<file path="src/rtl/cmd_frame_decoder.sv">
// cmd_frame_decoder: decodes UART command frames into register-file, ALU and TX FIFO transactions
module cmd_frame_decoder #(
    parameter int DATA_WIDTH = 8,
    parameter int ADDR_WIDTH = 4
) (
    input  logic                    CLK,
    input  logic                    RST,
    input  logic [DATA_WIDTH-1:0]   RX_P_DATA,
    input  logic                    RX_D_VLD,
    input  logic [DATA_WIDTH-1:0]   RF_RD_DATA,
    input  logic                    RF_RD_DATA_VLD,
    input  logic [2*DATA_WIDTH-1:0] ALU_OUT,
    input  logic                    ALU_OUT_VLD,
    input  logic                    FIFO_FULL,
    output logic                    WR_EN,
    output logic                    RD_EN,
    output logic [ADDR_WIDTH-1:0]   ADDRESS,
    output logic [DATA_WIDTH-1:0]   WR_DATA,
    output logic                    ALU_EN,
    output logic [3:0]              ALU_FUN,
    output logic                    CLK_GATE_EN,
    output logic [DATA_WIDTH-1:0]   TX_P_DATA,
    output logic                    TX_D_VLD,
    output logic                    CMD_ERR
);
    typedef enum logic [3:0] {
        IDLE, WR_ADDR, WR_DATA_S, RD_ADDR, RD_WAIT, OP_A, OP_B, ALU_FUN_S, ALU_WAIT, TX_LSB, TX_MSB
    } state_t;

    state_t                  state_q, state_d;
    logic [ADDR_WIDTH-1:0]   address_q, address_d;
    logic [DATA_WIDTH-1:0]   wr_data_q, wr_data_d;
    logic [3:0]              alu_fun_q, alu_fun_d;
    logic [DATA_WIDTH-1:0]   tx_p_data_q, tx_p_data_d;
    logic [2*DATA_WIDTH-1:0] res_q, res_d;
    logic                    two_q, two_d;
    logic                    clk_gate_en_q, clk_gate_en_d;
    logic                    wr_en_q, wr_en_d, rd_en_q, rd_en_d, alu_en_q, alu_en_d;
    logic                    tx_d_vld_q, tx_d_vld_d, cmd_err_q, cmd_err_d;

    // Next-state and registered-output logic; pulses default low, data outputs hold
    always_comb begin
        state_d       = state_q;
        address_d     = address_q;
        wr_data_d     = wr_data_q;
        alu_fun_d     = alu_fun_q;
        tx_p_data_d   = tx_p_data_q;
        res_d         = res_q;
        two_d         = two_q;
        clk_gate_en_d = clk_gate_en_q;
        wr_en_d       = 1'b0;
        rd_en_d       = 1'b0;
        alu_en_d      = 1'b0;
        tx_d_vld_d    = 1'b0;
        cmd_err_d     = 1'b0;
        case (state_q)
            IDLE: if (RX_D_VLD) begin
                if (RX_P_DATA == DATA_WIDTH'(8'hAA)) state_d = WR_ADDR;
                else if (RX_P_DATA == DATA_WIDTH'(8'hBB)) state_d = RD_ADDR;
                else if (RX_P_DATA == DATA_WIDTH'(8'hCC)) begin
                    state_d       = OP_A;
                    clk_gate_en_d = 1'b1;
                end else if (RX_P_DATA == DATA_WIDTH'(8'hDD)) begin
                    state_d       = ALU_FUN_S;
                    clk_gate_en_d = 1'b1;
                end else cmd_err_d = 1'b1;
            end
            WR_ADDR: if (RX_D_VLD) begin
                address_d = RX_P_DATA[ADDR_WIDTH-1:0];
                state_d   = WR_DATA_S;
            end
            WR_DATA_S: if (RX_D_VLD) begin
                wr_data_d = RX_P_DATA;
                wr_en_d   = 1'b1;
                state_d   = IDLE;
            end
            RD_ADDR: if (RX_D_VLD) begin
                address_d = RX_P_DATA[ADDR_WIDTH-1:0];
                rd_en_d   = 1'b1;
                state_d   = RD_WAIT;
            end
            RD_WAIT: if (RF_RD_DATA_VLD) begin
                res_d   = {{DATA_WIDTH{1'b0}}, RF_RD_DATA};
                two_d   = 1'b0;
                state_d = TX_LSB;
            end
            OP_A: if (RX_D_VLD) begin
                address_d = '0;
                wr_data_d = RX_P_DATA;
                wr_en_d   = 1'b1;
                state_d   = OP_B;
            end
            OP_B: if (RX_D_VLD) begin
                address_d = ADDR_WIDTH'(1);
                wr_data_d = RX_P_DATA;
                wr_en_d   = 1'b1;
                state_d   = ALU_FUN_S;
            end
            ALU_FUN_S: if (RX_D_VLD) begin
                alu_fun_d = RX_P_DATA[3:0];
                alu_en_d  = 1'b1;
                state_d   = ALU_WAIT;
            end
            ALU_WAIT: if (ALU_OUT_VLD) begin
                res_d         = ALU_OUT;
                two_d         = 1'b1;
                clk_gate_en_d = 1'b0;
                state_d       = TX_LSB;
            end
            TX_LSB: if (!FIFO_FULL) begin
                tx_p_data_d = res_q[DATA_WIDTH-1:0];
                tx_d_vld_d  = 1'b1;
                state_d     = two_q ? TX_MSB : IDLE;
            end
            TX_MSB: if (!FIFO_FULL) begin
                tx_p_data_d = res_q[2*DATA_WIDTH-1:DATA_WIDTH];
                tx_d_vld_d  = 1'b1;
                state_d     = IDLE;
            end
            default: state_d = IDLE;
        endcase
    end

    // State and output registers, cleared asynchronously so a partial frame is dropped
    always_ff @(posedge CLK or negedge RST) begin
        if (!RST) begin
            state_q       <= IDLE;
            address_q     <= '0;
            wr_data_q     <= '0;
            alu_fun_q     <= '0;
            tx_p_data_q   <= '0;
            res_q         <= '0;
            two_q         <= 1'b0;
            clk_gate_en_q <= 1'b0;
            wr_en_q       <= 1'b0;
            rd_en_q       <= 1'b0;
            alu_en_q      <= 1'b0;
            tx_d_vld_q    <= 1'b0;
            cmd_err_q     <= 1'b0;
        end else begin
            state_q       <= state_d;
            address_q     <= address_d;
            wr_data_q     <= wr_data_d;
            alu_fun_q     <= alu_fun_d;
            tx_p_data_q   <= tx_p_data_d;
            res_q         <= res_d;
            two_q         <= two_d;
            clk_gate_en_q <= clk_gate_en_d;
            wr_en_q       <= wr_en_d;
            rd_en_q       <= rd_en_d;
            alu_en_q      <= alu_en_d;
            tx_d_vld_q    <= tx_d_vld_d;
            cmd_err_q     <= cmd_err_d;
        end
    end

    assign WR_EN       = wr_en_q;
    assign RD_EN       = rd_en_q;
    assign ADDRESS     = address_q;
    assign WR_DATA     = wr_data_q;
    assign ALU_EN      = alu_en_q;
    assign ALU_FUN     = alu_fun_q;
    assign CLK_GATE_EN = clk_gate_en_q;
    assign TX_P_DATA   = tx_p_data_q;
    assign TX_D_VLD    = tx_d_vld_q;
    assign CMD_ERR     = cmd_err_q;
endmodule

</file>
<file path="config.mk">
export PLATFORM = sky130hd
export DESIGN_NAME = cmd_frame_decoder
export DESIGN_NICKNAME = d
export VERILOG_FILES = /design/src/rtl/cmd_frame_decoder.sv
export SDC_FILE = /design/constraint.sdc
export NUM_CORES = 1
export LEC_CHECK = 0
export CAP_MARGIN = 20
export CORE_MARGIN = 2
export CORE_UTILIZATION = 30
export DETAILED_ROUTE_END_ITERATION = 16
export SLEW_MARGIN = 20
export SYNTH_ARGS = -nofsm -noshare
export SYNTH_HDL_FRONTEND = slang
export SYNTH_SLANG_ARGS = --single-unit
</file>
<file path="constraint.sdc">
create_clock -name CLK -period 2.15 [get_ports CLK]
set_clock_uncertainty 0.15 [all_clocks]
set_input_delay 0.215 -clock CLK [delete_from_list [all_inputs] [get_ports CLK]]
set_output_delay 0.215 -clock CLK [all_outputs]
set_load 0.05 [all_outputs]
</file>
==> results.yml, run 1 <==
timing:
  finalSetupTns_ns: 0
  period_needed_ns: 1.97
  rsz0062_at_grt: "false"
  drv_slew: 0
  setup_viol: 0
  finalHoldViolCount: 0
  max_freq_mhz: 508
  tightest_slew_ns: 0.624
  hold_ws_ns: 0.308
  slew_headroom: 0.584
  fin_crit_sh: 0.915
die:
  rows: 32
  dieHeight_um: 94.2
  die_w_um: 94.2
  ios: 68
  die_area_mm2: 0.00888
  start_util: 0.313
  core_mm2: 0.00781
outcome:
  status: "completed"
finish:
  final_nets: 322
  final_common_cell: "clkdlybuf4s50_1"
  mostFrequentLayoutCells: "clkdlybuf4s50_1, dfrtp_1, mux2i_1"
  syn_to_final_growth_pct: 38.0
  drive_above_1_share: 0.154
  fin_cells: 387
  antenna_cells: 0
clock_tree:
  ctsResizeCount: 0
  htreeDepth: 2
  cts_buffers: 5
  cts_sinks: 51
  clkTransAtPathRegs_ns: 0.10
  cts_setup_buffers: 0
  clockRootBuffer: "clkbuf_8"
  clkLatencyLatePin_ns: 0.31
  cts_buffer_depth: 2
  cts_tree: "built"
route:
  ant_nets: 0
  drt_iter0_drc: 93
  avgViaCountPerCell: 4.75
  wl_per_cell_um: 14.7
  vias: 1837
  wl_mm: 5.70
  drcViolationCount: 0
  first_pass_iters: 4
power_and_ir_drop:
  pwr-share-comb: 0.538
  p_seq_frac: 0.342
  leakagePower_nw: 1.45
  switching_power_mw: 2.22
  ir_drop_uv: 878
  netSwitchingFraction: 0.450
  p_per_area_mw_per_mm2: 1460
  p_int_mw: 2.71
  clkPwrFrac: 0.120
  total_power_mw: 4.94
worst_setup_path:
  criticalPathCategory: "flip-flop to flip-flop"
  cp.depth: 4
  r2r_cells: 4
  cp_max_fo: 12
  crit_slowest_cell: "dfrtp_1"
  worst_ep_required_time_ns: 2.20
  path_cells: "nor2_1 > a311o_1 > o2111a_1 > mux2_4"
  crit_family: "flip-flops"
  cpPeakStageDelay_ns: 0.63
  cp-end-kind: "flip-flop"
  arrival_ns: 2.02
  worstSetupStartpointType: "flip-flop"
  cp.buffers_inverters: 0
synth:
  synth_top_area_frac: 0.523
  syn-cell-area_mm2: 0.00244
  yosysSeqAreaShare: 0.523
  synth.distinct_cells: 49
  synth_area_leaders: "dfrtp_1, mux2i_1, mux2_2, a22o_1, nor2_1"
  synth_warnings: 0
  synth_top_cell_by_area: "dfrtp_1"
  synth_edf_count: 0
  ys_ff_latch: 51
  synthFlopType: "dfrtp_1"
  postSynthNetCount: 247
  syn_inst: 209
  async_flop_share: 1.00
  syn_avg_cell_area_um2: 11.7
run:
  max_cap_viol_count: 0
place:
  dp.cells: 378
  io_buffers: 67
  gp_congestion: 0.800
  hpwlAfterDp_mm: 4.18
global_route:
  antenna_found_initial: 0
  grt_pass1_wl_mm: 9.36
  grt_max_degree: 28
  grt_pass1_vias: 1930
  grt_use_total: 0.135
  grt-ovfl-total: 0
worst_hold_path:
  hp-class: "input pin to asynchronous set/reset pin"
-- cells by family (layout without fill, tap and decap cells) --
logic type | Yosys count | in the layout | synth area share
multiplexers | 33 | 33 | 0.143
AO/OA/AOI/OAI | 41 | 41 | 0.119
AND/OR/NAND/NOR | 59 | 59 | 0.146
XOR/XNOR | 3 | 3 | 0.0184
buffers and inverters | 22 | 98 | 0.0507
flip-flops | 51 | 51 | 0.523
-- cells in the mapped netlist (2+ instances only) --
| library cell | count |
|---|---|
| nand2_1 | 14 |
| mux2_2 | 10 |
| o2111a_1 | 2 |
| nor3b_1 | 2 |
| nor2_1 | 16 |
| inv_1 | 8 |
| mux2_1 | 2 |
| buf_2 | 6 |
| and3b_1 | 2 |
| o21ai_0 | 8 |
| and4bb_1 | 2 |
| nand2b_1 | 3 |
| nand4b_1 | 2 |
| nand3_1 | 2 |
| buf_4 | 3 |
| nor3_1 | 2 |
| o2111ai_1 | 2 |
| xnor2_1 | 2 |
| dfrtp_1 | 51 |
| nor2b_1 | 2 |
| a21oi_1 | 9 |
| a22o_1 | 9 |
| mux2i_1 | 20 |
| nand4_1 | 2 |
| buf_6 | 3 |
| a21boi_0 | 2 |
-- registers in the layout, indices dropped and copies added, names as in the netlist, 4 cells and up --
register,flops
TX_P_DATA,8
ADDRESS,4
state_q,4
ALU_FUN,4
res_q,16
WR_DATA,8
-- cell type report --
type,instances,area (um2)
Multi-Input combinational cell,136,1050
Fill cell,763,4440
Timing Repair Buffer,81,786
Sequential cell,51,1280
Tap cell,102,128
Clock inverter,2,16.3
Clock buffer,6,82.6
Inverter,9,33.8
-- metrics by stage --
step           utilization  area [um2]  setup slack [ns]
2_1_floorplan            -        2440             0.415
3_3_place_gp         0.418        3260            0.0579
3_5_place_dp         0.418        3260            0.0309
4_1_cts              0.432        3370             0.188
5_1_grt              0.432        3370            0.0399
6_report             0.432        3370             0.183
-- power by group through the flow --
stage                     logic (mW)  clock network, mW  registers (mW)
after global placement          2.66                  0            1.70
after detailed placement        2.68                  0            1.70
after global routing            2.84              0.660            1.75
after floorplan                 1.05                  0            2.48
after CTS                       2.68              0.615            1.69
final                           2.65              0.593            1.69
-- metal layers --
metal / part of all wire / vias up / routed length (um) / global-route usage
li1: - / 893 / - / -
met5: 0 / - / 0 / 0
met3: 0.061 / 5 / 348 / 0.0369
met2: 0.48 / 48 / 2730 / 0.223
met1: 0.45 / 891 / 2560 / 0.177
met4: 0.0098 / 0 / 56 / 0.0326
-- worst paths after layout --
path | start | to | slack [ns]
worst max-delay path | state_q[0] | state_q[1] | 0.18
worst min-delay path | RST | WR_DATA[1] | 0.31
worst max register to register | state_q[0] | state_q[1] | 0.18
worst min register to register | res_q[5] | res_q[5] | 0.34
max in group asynchronous | RST | res_q[6] | 0.99
min in group CLK | res_q[5] | res_q[5] | 0.34
-- what timing repair did --
action | 4_1_cts | 5_1_grt
hold buffers | 1 | 0
endpoints found under the setup margin | 0 | 0
hold endpoints to repair | 26 | 0
No activity file was read; power rests on OpenSTA's default activity.
==> run 2: changes to the inputs <==
--- a/config.mk
+++ b/config.mk
@@ -6,7 +6,6 @@
 export NUM_CORES = 1
 export LEC_CHECK = 0
 export CAP_MARGIN = 20
-export CORE_MARGIN = 2
 export CORE_UTILIZATION = 30
 export DETAILED_ROUTE_END_ITERATION = 16
 export SLEW_MARGIN = 20
==> constraint.sdc (replaced) <==
create_clock -name CLK -period 2.15 [get_ports CLK]
set_clock_uncertainty 0.15 [all_clocks]
set_input_delay 0.215 -clock CLK [delete_from_list [all_inputs] [get_ports CLK]]
set_output_delay 0.215 -clock CLK [all_outputs]
set_load 0.01 [all_outputs]
==> run 2 against run 1 <==
Compared with the run above: critical endpoint is now res_q[10]; sequential power hardly changed; core utilization is 0.19 points lower; count of clock-buffer cells in the layout is 1 lower; register-to-register slack hardly changed; via count is 2.7% lower; maximum frequency hardly changed.
==> results.yml, run 2 (synthesis results as in run 1) <==
timing:
  hold_ws_ns: 0.289
  slew_headroom: 0.609
  period_needed_ns: 1.97
  max_freq_mhz: 508
  setup_viol: 0
  finalHoldViolCount: 0
  fin_crit_sh: 0.915
  finalSetupTns_ns: 0
  rsz0062_at_grt: "false"
  tightest_slew_ns: 0.587
  drv_slew: 0
die:
  dieHeight_um: 92.2
  start_util: 0.313
  die_area_mm2: 0.00851
  ios: 68
  core_mm2: 0.00781
  die_w_um: 92.2
  rows: 32
place:
  dpl_cell_area_mm2: 0.00324
  gp_congestion: 0.809
  dp.cells: 375
  hpwlAfterDp_mm: 4.18
  io_buffers: 67
power_and_ir_drop:
  p_seq_frac: 0.398
  clkPwrFrac: 0.155
  p_per_area_mw_per_mm2: 1250
  ir_drop_uv: 601
  switching_power_mw: 1.41
  leakagePower_nw: 1.44
  p_int_mw: 2.78
  pwr-share-comb: 0.447
  netSwitchingFraction: 0.337
finish:
  top_register: "res_q"
  syn_to_final_growth_pct: 37.3
  fin_cells: 383
  mostFrequentLayoutCells: "clkdlybuf4s50_1, dfrtp_1, mux2i_1"
  antenna_cells: 0
  fillers: 768
  fin_util: 0.430
  fin_area_mm2: 0.00335
  drive_above_1_share: 0.142
  largest_reg_flops: 16
  final_nets: 319
  final_common_cell: "clkdlybuf4s50_1"
worst_setup_path:
  cp_max_fo: 18
  r2r_start: "state_q[3]"
  worst_ep_required_time_ns: 2.23
  startpoint: "state_q[3]"
  rrSetupSlack_ns: 0.18
  r2r_cells: 4
  reg2reg_to: "res_q[10]"
  worstSetupStartpointType: "flip-flop"
  criticalPathCategory: "flip-flop to flip-flop"
  cp-end-kind: "flip-flop"
  arrival_ns: 2.05
outcome:
  status: "completed"
clock_tree:
  cts_setup_buffers: 0
  ctsResizeCount: 0
  cts_sinks: 51
  clkTransAtPathRegs_ns: 0.09
  cts_buffers: 5
  clkLatencyLatePin_ns: 0.30
  cts_tree: "built"
  htreeDepth: 2
  cts_hold_buf: 1
  cts_buffer_depth: 2
  clockRootBuffer: "clkbuf_8"
route:
  first_pass_iters: 6
  ant_nets: 0
  wl_per_cell_um: 14.5
  vias: 1787
  wl_mm: 5.55
  avgViaCountPerCell: 4.67
  drt_iter0_drc: 71
  drcViolationCount: 0
run:
  max_cap_viol_count: 0
global_route:
  grt_pass1_vias: 1797
  antenna_found_initial: 0
  grt_max_degree: 29
  grt_use_total: 0.138
  grt_pass1_wl_mm: 9.17
  grt-ovfl-total: 0
worst_hold_path:
  hp-class: "input pin to asynchronous set/reset pin"
run 2: cell count changes in the layout (fill, tap and decap cells not counted):
cell	previous run	this run
buf_4	12	9
bufinv_16	0	1
clkbuf_8	6	5
clkinv_4	1	0
run 2: area by class of cell:
type / count / area (um2) / area share
Clock buffer: 5 / 68.8 / 0.0205
Clock inverter: 2 / 37.5 / 0.0112
Inverter: 9 / 33.8 / 0.0101
Multi-Input combinational cell: 136 / 1050 / 0.312
Sequential cell: 51 / 1280 / 0.380
Tap cell: 102 / 128 / 0.0380
Timing Repair Buffer: 78 / 763 / 0.228
run 2: layer usage:
metal  up-vias  global-route usage  wire length, um
li1        882                   -                -
met1       860               0.180             2580
met2        41               0.223             2630
met3         4              0.0415              298
met4         0              0.0352               43
met5         -                   0                0
run 2: per-stage QoR:
stage                     total power [mW]  worst slack, ns
after floorplan                       2.77            0.415
final                                 4.20            0.182
after global placement                3.55           0.0514
after CTS                             4.25            0.164
after global routing                  4.49           0.0320
after detailed placement              3.59         -0.00362
run 2: critical path: stages (launching register included):
cell and delay (ns):
dfrtp_1 0.70, nand2b_1 0.21, nor3_2 0.17, and2_1 0.46
a22o_1 0.21
run 2: power by group through the flow:
stage	combinational, mW	clock (mW)	sequential, mW
floorplan	1.05	0	1.71
global placement	1.87	0	1.69
detailed placement	1.89	0	1.69
CTS	1.91	0.672	1.68
global route	2.05	0.709	1.73
finish	1.88	0.649	1.67
run 2: worst max-delay path by stage:
stage | end | slack, ns
2_1_floorplan | state_q[1] | 0.41
3_3_place_gp | state_q[1] | 0.05
3_5_place_dp | state_q[1] | -0.004
4_1_cts | res_q[10] | 0.16
5_1_grt | res_q[11] | 0.03
6_report | res_q[10] | 0.18
==> run 3: changes to the inputs <==
--- a/config.mk
+++ b/config.mk
@@ -5,9 +5,10 @@
 export SDC_FILE = /design/constraint.sdc
 export NUM_CORES = 1
 export LEC_CHECK = 0
-export CAP_MARGIN = 20
+export CAP_MARGIN = 30
 export CORE_UTILIZATION = 30
 export DETAILED_ROUTE_END_ITERATION = 16
+export GPL_ROUTABILITY_DRIVEN = 0
 export SLEW_MARGIN = 20
 export SYNTH_ARGS = -nofsm -noshare
 export SYNTH_HDL_FRONTEND = slang
==> results of run 3 <==
No change in the layout: final DEF, timing and power equal those of run 2.
==> edit 1 (config.mk and constraints of run 2) <==
Take the reset off `wr_data_q` and load it in a clocked block of its own.
--- a/src/rtl/cmd_frame_decoder.sv
+++ b/src/rtl/cmd_frame_decoder.sv
@@ -127,5 +127,4 @@
             state_q       <= IDLE;
             address_q     <= '0;
-            wr_data_q     <= '0;
             alu_fun_q     <= '0;
             tx_p_data_q   <= '0;
@@ -141,5 +140,4 @@
             state_q       <= state_d;
             address_q     <= address_d;
-            wr_data_q     <= wr_data_d;
             alu_fun_q     <= alu_fun_d;
             tx_p_data_q   <= tx_p_data_d;
@@ -153,4 +151,8 @@
             cmd_err_q     <= cmd_err_d;
         end
+    end
+
+    always_ff @(posedge CLK) begin
+        wr_data_q <= wr_data_d;
     end
 
Check against the original RTL: differs if RST is asserted again (counterexample within 4 cycles, from zero or initial values and one cycle with RST low); with RST held inactive, the same outputs for 10 cycles.
==> edit 1 against run 2 <==
  * Synthesized area down 5.6%
  * Sequential share of layout area grew 2.5 points
  * Worst setup slack got worse by 42 ps
  * Non-clock buffer count up 2
  * Sequential power fell by 7%
  * Routed wire length fell by 9.7%
  * Maximum frequency decreased by 2.1%
  * Sequential cell count is the same
  * Total power decreased by 4.2%
  * Cell area shrank 3.2%
  * Largest cell class unchanged
  * Largest power group unchanged
==> edit 1: results (changes against run 2) <==
* Status: finished, final reports clean
* Fill count at 709 (-7.7%)
* CP max-delay cell: a2111o_2
* Synth unique cells at 43 (-12%)
* Fin nets at 311 (-2.5%)
* Number of synthesized flops with an enable pin at 8 (+8)
* Placer Congestion at 0.850 (+5.1%)
* Sequential fraction of the synthesis area at 57.1% (+4.8 points)
* Hold crit path type: flip-flop to flip-flop
* CP max stage delay at 650 ps (-50 ps)
* Via count at 1716 (-4.0%)
* Largest net degree at the start of global routing at 44 (+52%)
* Critical path peak fanout at 25 (+7)
* Slew @ Worst Pin at 562 ps (-24.9 ps)
* First DRT Iteration DRCs at 100 (+41%)
* Cell leakage power at 1.38 nW (-4.3%)
* Synth Net Count at 235 (-4.9%)
* Final WL at 5.01 mm (-9.7%)
* Final HPWL DP at 3.78 mm (-9.5%)
* First-pass GRT wire length at 8.06 mm (-12%)
* Synth async-reset ratio at 84.3% (-16 points)
* Final instance area at 3250 µm² (-3.2%)
* Area post-placement at 3130 µm² (-3.4%)
* Top post-synthesis cells by count: 43 x dfrtp_1, 22 x nand2_1, 21 x mux2i_1
* Drt pass-1 iters at 4 (-2)
* Main area contributors after synthesis: dfrtp_1 47%, edfxtp_1 10%, mux2i_1 9.1%
* Ratio of cells with drive above 1 in the final layout at 11.3% (-2.9 points)
* Max reg flops at 16 (unchanged)
* VDD IR-drop max at 464 µV (-23%)
* GRT Util Overall at 13.5% (-0.28 points)
* Number of global-route vias before repair at 1587 (-12%)
* Cell family with most CP delay: compound AO/OA/AOI/OAI gates
-- edit 1: kinds of logic (layout without fill, tap and decap cells) --
family          Yosys count  in the layout  share of synthesized area [%]
flops                    51             51                           57.1
compound gates           41             41                           12.2
simple gates             59             59                           14.9
xor+xnor                  3              3                           1.14
buf+inv                  18             95                           3.64
mux                      25             25                           11.1
-- edit 1: stage by stage --
step | worst slack (ps) | setup TNS, ps | instances | hold WS [ps] | utilization (%)
global placement | 171 | 0 | 364 | 172 | 42.7
CTS | 146 | 0 | 373 | 343 | 44.3
floorplan | 310 | 0 | 197 | -231 | -
detailed placement | -37.4 | -37.4 | 364 | 178 | 42.7
finish | 141 | 0 | 373 | 330 | 44.3
global route | 38.9 | 0 | 373 | 353 | 44.3
-- edit 1: where the power goes --
group          leakage (nW)  total [mW]  internal, mW  switching (mW)
clock network        0.0514       0.658         0.347           0.310
registers             0.617        1.56          1.34           0.222
logic                 0.711        1.80         0.952           0.850
total                  1.38        4.02          2.64            1.38
-- edit 1: cell type report --
cell class	instances	area share (%)
clock inverters	2	1.16
clock buffers	6	2.23
repair buffers	80	23.6
well taps	99	3.81
multi-input cells	128	27.9
inverters	7	0.809
flip-flops and latches	51	40.5
-- edit 1: path summary, 6_finish.rpt --
kind	from	endpoint	slack, ps	cells after the start
setup / recovery	state_q[3]	res_q[12]	140	3
hold / removal	TX_P_DATA[0]	TX_P_DATA[0]	330	2
setup reg to reg	state_q[3]	res_q[12]	140	3
hold reg to reg	TX_P_DATA[0]	TX_P_DATA[0]	330	2
max in group asynchronous	RST	res_q[14]	1120	3
min in group asynchronous	RST	CMD_ERR	350	3
-- edit 1: layer usage --
layer	track usage [%]	vias to the layer above	wire, µm
li1	-	856	-
met1	19.5	803	2500
met2	20.0	53	2230
met3	2.74	4	238
met4	5.19	0	45
met5	0	-	0
==> edit 2 (settings of run 2) <==
Without the edit above. `ADDR_WIDTH`: 4 -> 3.
--- a/src/rtl/cmd_frame_decoder.sv
+++ b/src/rtl/cmd_frame_decoder.sv
@@ -2,5 +2,5 @@
 module cmd_frame_decoder #(
     parameter int DATA_WIDTH = 8,
-    parameter int ADDR_WIDTH = 4
+    parameter int ADDR_WIDTH = 3
 ) (
     input  logic                    CLK,
Interface: changed (resized ADDRESS); port bits go from 68 to 67. No check against the original RTL was run, so the function may have changed too.
==> edit 2 against run 2 <==
  * Cell area decreased by 0.63%
  * Non-clock buffer count grew 8
  * Worst setup slack got worse by 6.5 ps
  * Routed wire length grew 2.7%
  * Synthesized area decreased by 3.4%
  * Clock power is 15% lower
  * First-iteration DRC count rose by 110%
  * Total power decreased by 9.2%
  * Sequential share of layout area is 0.51 points lower
  * Sequential cell count decreased by 1
==> edit 2: results (changes against run 2) <==
* Status: finished, final reports clean
* Post-DR vias/cell at 4.70 (+0.82%)
* Largest net degree at the start of global routing at 26 (-10%)
* Rel. slew slack at 66.7% (+5.8 points)
* Drt pass-1 iters at 4 (-2)
* R2r startpoint: state_q[0]
* GRT met3 Usage at 2.44% (-1.7 points)
* Synth Area per Inst at 11.2 µm² (-4.3%)
* Main area contributors after synthesis: dfrtp_1 53%, mux2i_1 8.5%, mux2_2 5.7%
* Fin nets at 330 (+3.4%)
* Pre-CTS setup slack at 51.4 ps (+55.0 ps)
* Fin cells at 392 (+2.3%)
* GRT Util Overall at 14.9% (+1.1 points)
* Met2 Use GR at 23.4% (+1.1 points)
* WL met2 at 2.68 mm (+2.1%)
* Compound-cell area share of the yosys netlist at 14.6% (+2.8 points)
* Reg2Reg Depth at 5 (+1)
* Port bufs at 66 (-1.5%)
* First-pass GRT wire length at 9.78 mm (+6.7%)
* VDD IR-drop max at 474 µV (-21%)
* Post-synthesis mux area share at 14.9% (+0.51 points)
* Sequential fraction of the synthesis area at 53.1% (+0.80 points)
* Synth unique cells at 42 (-14%)
* Cell leakage power at 1.45 nW (+0.92%)
* Fill count at 686 (-11%)
* Post-Route M1 WL at 2.82 mm (+9.6%)
* CP max stage delay at 420 ps (-280 ps)
* Top post-synthesis cells by count: 50 x dfrtp_1, 22 x nand2_1, 20 x mux2i_1
* Worst Path Arrival at 2030 ps (-20 ps)
* Placed cells at 383 (+2.1%)
* Seq power at 1.50 mW (-10%)
* Synth Area in XOR/XNOR at 0.743% (-1.1 points)
* GR Util met1 at 21.2% (+3.1 points)
* RR Endpoint: state_q[2]
* NetSw at 1.33 mW (-6.1%)
* Area post-placement at 3230 µm² (-0.15%)
* Number of global-route vias before repair at 1973 (+9.8%)
* CP max-delay cell: or3_4
* Seq. cell area at 1250 µm² (-2.0%)
-- edit 2: cell count changes after synthesis, sizes merged, moves of 4 or more --
cell	run 2	this run
a21oi	10	2
buf	12	7
o21ai	10	18
o31ai	0	5
nor2	17	8
nor2b	2	6
nand2	14	22
clkbuf	1	5
-- edit 2: cell type report --
type	instances	share of cell area [%]
Sequential cell	50	37.5
Multi-Input combinational cell	143	31.1
Timing Repair Buffer	86	24.2
Tap cell	99	3.72
Clock buffer	5	2.06
Inverter	6	0.676
Clock inverter	3	0.638
-- edit 2: timing repair --
action,CTS,global route
hold buffers,1,0
setup buffers,0,0
resized for setup,0,0
hold endpoints to repair,24,0
-- edit 2: worst max path at each step --
stage,end,startpoint,slack (ps)
after floorplan,state_q[2],state_q[1],80
after CTS,state_q[2],state_q[0],160
after detailed placement,state_q[1],RX_P_DATA[5],50
final,state_q[2],state_q[0],180
after global routing,state_q[1],state_q[1],100
after global placement,state_q[1],RX_P_DATA[6],70
